<file path="config.mk">
export PLATFORM = sky130hd
export DESIGN_NAME = a2d_arbiter
export DESIGN_NICKNAME = d
export VERILOG_FILES = /design/src/rtl/a2d_arbiter.sv
export SDC_FILE = /design/constraint.sdc
export NUM_CORES = 1
export LEC_CHECK = 0
export CELL_PAD_IN_SITES_DETAIL_PLACEMENT = 1
export CELL_PAD_IN_SITES_GLOBAL_PLACEMENT = 1
export CORE_MARGIN = 3
export CORE_UTILIZATION = 52
export CTS_CLUSTER_SIZE = 25
export DETAILED_ROUTE_END_ITERATION = 10
export DONT_BUFFER_PORTS = 1
export MAX_ROUTING_LAYER = met4
export PLACE_DENSITY_LB_ADDON = 0.1
export RECOVER_POWER = 100
export SKIP_CTS_REPAIR_TIMING = 1
export SKIP_LAST_GASP = 1
export SLEW_MARGIN = 20
export SYNTH_ARGS = -nofsm -noshare
export SYNTH_HDL_FRONTEND = slang
export SYNTH_SLANG_ARGS = --single-unit
</file>
<file path="constraint.sdc">
create_clock -name clk -period 3.4 [get_ports clk]
set_input_delay 0.68 -clock clk [delete_from_list [all_inputs] [get_ports clk]]
set_output_delay 0.68 -clock clk [all_outputs]
set_load 0.03 [all_outputs]
</file>
<file path="src/rtl/a2d_arbiter.sv">
// a2d_arbiter: shares one A2D converter between two requesters.
// Alternates grants on contention and tracks a timeout and overruns per requester.
module a2d_arbiter #(
    parameter int TMO_CYCLES = 2048
) (
    input  logic        clk,
    input  logic        rst_n,
    input  logic        strt_cnv0,
    input  logic        strt_cnv1,
    input  logic [2:0]  chnnl0,
    input  logic [2:0]  chnnl1,
    output logic        cnv_cmplt0,
    output logic        cnv_cmplt1,
    output logic [11:0] res0,
    output logic [11:0] res1,
    output logic        tmo0,
    output logic        tmo1,
    output logic [1:0]  ovr,
    input  logic        clr_ovr,
    output logic        a2d_strt_cnv,
    output logic [2:0]  a2d_chnnl,
    input  logic        a2d_cnv_cmplt,
    input  logic [11:0] a2d_res
);

    localparam int CW = (TMO_CYCLES > 1) ? $clog2(TMO_CYCLES) : 1;
    localparam logic [CW-1:0] TMO_LAST = CW'(TMO_CYCLES - 1);

    typedef enum logic [1:0] {IDLE, ISSUE, BUSY, DONE} state_e;

    state_e               state_q, state_d;
    logic [1:0]           pend_q, pend_d;
    logic [1:0][2:0]      ch_q, ch_d;
    logic                 gnt_q, gnt_d;
    logic [CW-1:0]        cnt_q, cnt_d;
    logic [1:0][11:0]     res_q, res_d;
    logic [1:0]           ovr_q, ovr_d;
    logic [2:0]           chnnl_q, chnnl_d;
    logic                 strt_q, strt_d;
    logic [1:0]           cmplt_q, cmplt_d;
    logic [1:0]           tmo_q, tmo_d;

    logic [1:0]           req;
    logic [1:0][2:0]      req_ch;

    assign req    = {strt_cnv1, strt_cnv0};
    assign req_ch = {chnnl1, chnnl0};

    always_comb begin
        state_d = state_q;
        pend_d  = pend_q;
        ch_d    = ch_q;
        gnt_d   = gnt_q;
        cnt_d   = cnt_q;
        res_d   = res_q;
        ovr_d   = clr_ovr ? 2'b00 : ovr_q;
        chnnl_d = chnnl_q;
        strt_d  = 1'b0;
        cmplt_d = 2'b00;
        tmo_d   = 2'b00;

        unique case (state_q)
            IDLE: begin
                if (|pend_q) begin
                    // gnt_q holds the previous grant, so contention alternates
                    gnt_d   = (&pend_q) ? ~gnt_q : pend_q[1];
                    chnnl_d = ch_q[gnt_d];
                    strt_d  = 1'b1;
                    state_d = ISSUE;
                end
            end
            ISSUE: begin
                cnt_d   = '0;
                state_d = BUSY;
            end
            BUSY: begin
                if (a2d_cnv_cmplt) begin
                    res_d[gnt_q]   = a2d_res;
                    cmplt_d[gnt_q] = 1'b1;
                    state_d        = DONE;
                end else if (cnt_q == TMO_LAST) begin
                    tmo_d[gnt_q]  = 1'b1;
                    pend_d[gnt_q] = 1'b0;
                    state_d       = IDLE;
                end else begin
                    cnt_d = cnt_q + CW'(1);
                end
            end
            DONE: begin
                pend_d[gnt_q] = 1'b0;
                state_d       = IDLE;
            end
            default: state_d = IDLE;
        endcase

        // a new request from the requester being completed outranks its clear
        for (int i = 0; i < 2; i++) begin
            if (req[i]) begin
                if (!pend_q[i] ||
                    (state_q == DONE && int'(gnt_q) == i)) begin
                    pend_d[i] = 1'b1;
                    ch_d[i]   = req_ch[i];
                end else begin
                    ovr_d[i] = 1'b1;
                end
            end
        end
    end

    always_ff @(posedge clk or negedge rst_n) begin
        if (!rst_n) begin
            state_q <= IDLE;
            pend_q  <= 2'b00;
            ch_q    <= '0;
            gnt_q   <= 1'b1;
            cnt_q   <= '0;
            res_q   <= '0;
            ovr_q   <= 2'b00;
            chnnl_q <= 3'd0;
            strt_q  <= 1'b0;
            cmplt_q <= 2'b00;
            tmo_q   <= 2'b00;
        end else begin
            state_q <= state_d;
            pend_q  <= pend_d;
            ch_q    <= ch_d;
            gnt_q   <= gnt_d;
            cnt_q   <= cnt_d;
            res_q   <= res_d;
            ovr_q   <= ovr_d;
            chnnl_q <= chnnl_d;
            strt_q  <= strt_d;
            cmplt_q <= cmplt_d;
            tmo_q   <= tmo_d;
        end
    end

    assign cnv_cmplt0   = cmplt_q[0];
    assign cnv_cmplt1   = cmplt_q[1];
    assign res0         = res_q[0];
    assign res1         = res_q[1];
    assign tmo0         = tmo_q[0];
    assign tmo1         = tmo_q[1];
    assign ovr          = ovr_q;
    assign a2d_strt_cnv = strt_q;
    assign a2d_chnnl    = chnnl_q;

endmodule

</file>
### Yosys cells after proc, flatten, opt, wreduce, memory -nomap -nowiden

Cells that the tools add are included.

* register bits after elaboration: 56
* word-level logic and storage cells: 80

* $add $sub $neg: 1
* order comparisons: 3
* equality and inequality tests: 8
* muxes and demuxes: 34
* bitwise logic cells: 4
* reductions and logical operators: 17

Operators with widths (number)
* $bwmux 24: 1
* $mux 11: 2
* $mux 2: 11
* $pmux 11 s2: 1
* $demux 12 s1: 1
* $mux 1: 12
* $mux 12: 1
* $reduce_and 2->1: 6
* $add 11x1->11 const B: 1
* $eq 11x11->1 const B: 1
* $pmux 2 s4: 1
* $mux 3: 2
* $ne 2x2->1 const B: 3
* $eq 2x2->1 const B: 2
* $lt 1x2->1 const B: 2
* $pmux 2 s2: 1
* $logic_and 1x1->1: 3
* $ne 3x3->1 const B: 1
* $reduce_and 3->1: 1
* $and 2x2->2: 1
* $eq 2x1->1 const B: 1
* $logic_not 1->1: 2
* $logic_not 2->1: 1
* $logic_or 1x1->1: 2
* 6 further kinds: 7

### Logic depth before layout (Yosys ltp)

* depth in word-level cells: 11
* mapped depth: 6
* gate-level depth less buffers: 5

### Worst setup path after synthesis

OpenSTA, ideal clock, no wires.

* kind: input to register
* from: input port a2d_cnv_cmplt
* to: register cnt_q[7]
* setup time: 0.078 ns
* data arrival time: 1.998 ns
* required time: 3.322 ns
* path slack: 1.325 ns
* stages: 4
* path buffers: 0
* cell sequence: or3b_4 -> or4_1 -> or3_1 -> a21oi_1

* cells in the longest elaborated chain, start to end: 2

Ends and longest elaborated chain
* start, declared: RTL line 22 `input logic a2d_cnv_cmplt,`
* $ne 2x2->1 (no line)
* $reduce_and 3->1 (no line)
* end signal, assigned: RTL line 128 `cnt_q <= cnt_d;`
* end, declared: RTL line 35 `logic [CW-1:0] cnt_q, cnt_d;`

No other way between the ends.
A chain may end at the register's enable or synchronous reset.

### Final worst setup path

* from: register state_q[1]
* to: register res_q (netlist bit res0[7])

* cells in the longest elaborated chain, start to end: 2

Ends and longest elaborated chain
* start, declared: RTL line 31 `state_e state_q, state_d;`
* start signal, assigned: RTL line 124 `state_q <= state_d;`
* $eq 2x2->1: RTL line 62 `unique case (state_q)`
* $reduce_and 2->1 (no line)
* end signal, assigned: RTL line 129 `res_q <= res_d;`
* end, declared: RTL line 36 `logic [1:0][11:0] res_q, res_d;`

No other way between the ends.

==> impl_results.md <==
* Crit path kind: reg2reg
* Distinct cells, synth at 39
* Fin. max-slew vios at 0
* GPL Wtd Cong at around 0.84
* Worst skew pair latency at slightly above 300 ps
* Worst Reg-to-Reg Cells at 5
* Initial DRC count at about 110
* R2r setup slk at ~1100 ps
* Synthesis-to-layout area growth at 5.79%
* Setup_tns at 0 ps
* Nets at between 200 and 250
* Post-Synth XOR/XNOR Area at 0%
* H-tree Lvls at 2
* Row count at 24
* Vias in the first global route at 1764
* Global-route wire length before repair at just under 9 mm
* Share of cells above drive strength 1 at between 10% and 20%
* PwrDens at 1000 mW/mm2
* Syn_nets at 228
* Post-Route WL at between 5 and 6 mm
* Num CTS Buffers at 5
* DRC Markers at 0
* WP data arrival at approximately 2500 ps
* Initial Util at ~54%
* Max Cap Viol at 0
* Die area at around 0.0055 mm2
* Worst R2R End: res0[7]
* CTS tree: yes
* Max IR drop VDD at 0.000551 V
* Final Cell Area at 0.00254 mm2
* Final Setup Violations at 0
* Routed vias/inst at 6.31
* CP max stage delay at ~700 ps
* Adder-cell share of the synthesized area at 0.522%
* RSZ-0062 raised after global routing: no
* Primary FF master, synth: dfrtp_1
* Placed cell area at ~0.0024 mm2
* CTS root buf: clkbuf_8
* Largest net degree at the start of global routing at between 50 and 60
* Die height at approximately 74 um
* Synthesis-stage register bit count at 56
* Clock sinks at 56
* Sequential area share after synthesis at between 50 and 60%
* Antenna cells at 0
* Worst path cell trace: nor2b_1, nand2_1, nor2_1, clkbuf_1, mux2_2
* Worst reg2reg startpoint: state_q[1]
* Detail Placement HPWL at about 3.8 mm
* Layout Skew at 2.53 ps
* Inst Count DP at ~250
* Avg WL per Cell at between 20 and 25 um
* I/O pin count at 58
* Least-Margin Pin Slew at around 940 ps
* Initial antenna violation count at 0
* Worst-case clock buffer depth at 2
* PortBufs at 0
* Highest-delay cell along the critical path: dfrtp_1
* Final ANT Viol Nets at 0
* Mean Syn Cell Area at between 10 and 15 um2
* Leakage power at 1.07 nW
* Critical path required time at between 3000 and 4000 ps
* Vias post-DR at between 1500 and 2000
* Yosys Warn Count at 0
* Grt total ovfl at 0
* Post-Layout Cell Count at approximately 260
* CP Capture Type: flop
* Hold Worst Slack at around 50 ps
* Fraction of the mapped netlist area in simple logic gates at about 14%
* Slew HR at a little under two fifths
* Core ar. at ~0.0044 mm2
* Multiplexer share of the synthesized area at between 10% and 20%
* Synth async-reset ratio at 100%
* Synth Cell Area at 0.00240 mm2
* Worst setup SP type: flop
* Cells after synthesis at 203
* Fin crit share at 68.5%
* Post-synth EDFFs at 0
* CP Launch Point: state_q[1]
* Status: finished clean
* Die width at roughly 74 um
* Pre-Repair DR Iteration Count at 4
* Largest family of logic cells by synthesized area: multiplexers
* Clock transition at path regs at around 100 ps
* Compound-Gate Fraction of Synth Area at 9.02%
* Fin. Hold Viols at 0
* Fmax at 0.429 GHz
* Type of the most critical hold path: in2async
* Min Tclk post-route at 2330 ps
* Critical path peak fanout at 19
* Gr usage total at between 20% and 30%
[cell type report]
cell class                 count  area (um2)
clock buffer                   5        68.8
clock inverter                 3        42.5
fill                         464        1880
inverter                       6        22.5
multi-input combinational    132         932
sequential                    56        1400
tap                           52        65.1
timing repair buffer           1        3.75
[synth_stat cells, types with 2 or more instances]
| cell type | number | share of area [%] |
|---|---|---|
| a21oi_1 | 14 | 2.9 |
| and3_1 | 2 | 0.52 |
| clkbuf_1 | 6 | 0.94 |
| dfrtp_1 | 55 | 57 |
| inv_1 | 6 | 0.94 |
| mux2_2 | 31 | 15 |
| mux2i_1 | 3 | 1.3 |
| nand2_1 | 11 | 1.7 |
| nand3_1 | 9 | 1.9 |
| nand4_1 | 2 | 0.52 |
| nor2_1 | 12 | 1.9 |
| nor2b_1 | 2 | 0.52 |
| nor3_1 | 3 | 0.63 |
| nor3b_1 | 3 | 0.94 |
| nor4b_1 | 2 | 0.73 |
| o21ai_0 | 12 | 2.5 |
| o31ai_1 | 2 | 0.63 |
| or3_1 | 5 | 1.3 |
| or4_1 | 3 | 0.94 |
[stage by stage]
stage | setup WS [ps] | total power [mW] | utilization, %
global placement | 1290 | 2.06 | 55.1
detailed placement | 1180 | 2.13 | 55.1
global route | 856 | 2.70 | 57.5
CTS | 1140 | 2.57 | 57.6
floorplan | 1320 | 1.96 | -
finish | 1070 | 2.54 | 57.5
[kinds of logic after synthesis]
logic type / after synthesis
buffers and inverters: 15
and+or+nand+nor: 60
AOI/OAI and AO/OA: 37
muxes: 34
adders and majority gates: 1
DFF: 56
[worst max-delay path, delay by kind of cell (launching register included)]
kind,cells,cell delay (ps)
mux,1,420
buf+inv,1,540
flops,1,680
simple gates,3,570
[worst max path at each step]
stage,endpoint,slack [ps],depth (start not counted)
final,res0[7],1070,5
after global routing,res0[7],860,5
after CTS,cnt_q[1],1140,5
after detailed placement,cnt_q[1],1180,5
after global placement,cnt_q[1],1290,5
after floorplan,cnt_q[7],1320,4
[registers in the layout (all words and copies together), names as in the netlist]
signal / flops
pend_q: 2
state_q: 2
ovr: 2
res1: 12
a2d_strt_cnv: 1
res0: 12
gnt_q: 1
cnt_q: 11
ch_q: 6
tmo_q: 2
a2d_chnnl: 3
cmplt_q: 2
[power by group]
group | internal [mW] | leakage [nW] | switching [mW]
clock | 0.218 | 0.0541 | 0.217
sequential | 0.936 | 0.691 | 0.628
combinational | 0.290 | 0.326 | 0.256
total | 1.44 | 1.07 | 1.10
[routing by layer]
metal / track usage, % / part of all wire [%] / vias up
met5: - / 0 / -
met4: 8.05 / 1.8 / 0
met3: 7.93 / 7.8 / 10
met2: 34.3 / 50 / 55
met1: 27.6 / 40 / 819
li1: - / - / 726
[cell usage in the layout, fill, tap and decap left out, drive strengths merged, types with 2 or more instances in the layout]
cell type | synthesis | final
nor2 | 12 | 12
or3 | 5 | 5
nor3b | 3 | 3
mux2i | 3 | 3
nand4 | 2 | 2
nand2 | 11 | 11
nor4b | 2 | 2
dfrtp | 55 | 55
nand3 | 9 | 9
a21oi | 14 | 14
o21ai | 12 | 12
mux2 | 31 | 31
clkbuf | 6 | 6
and3 | 2 | 2
inv | 6 | 6
or4 | 3 | 3
nor3 | 3 | 3
o31ai | 2 | 2
nor2b | 2 | 2
No activity file was read; power rests on OpenSTA's default activity.
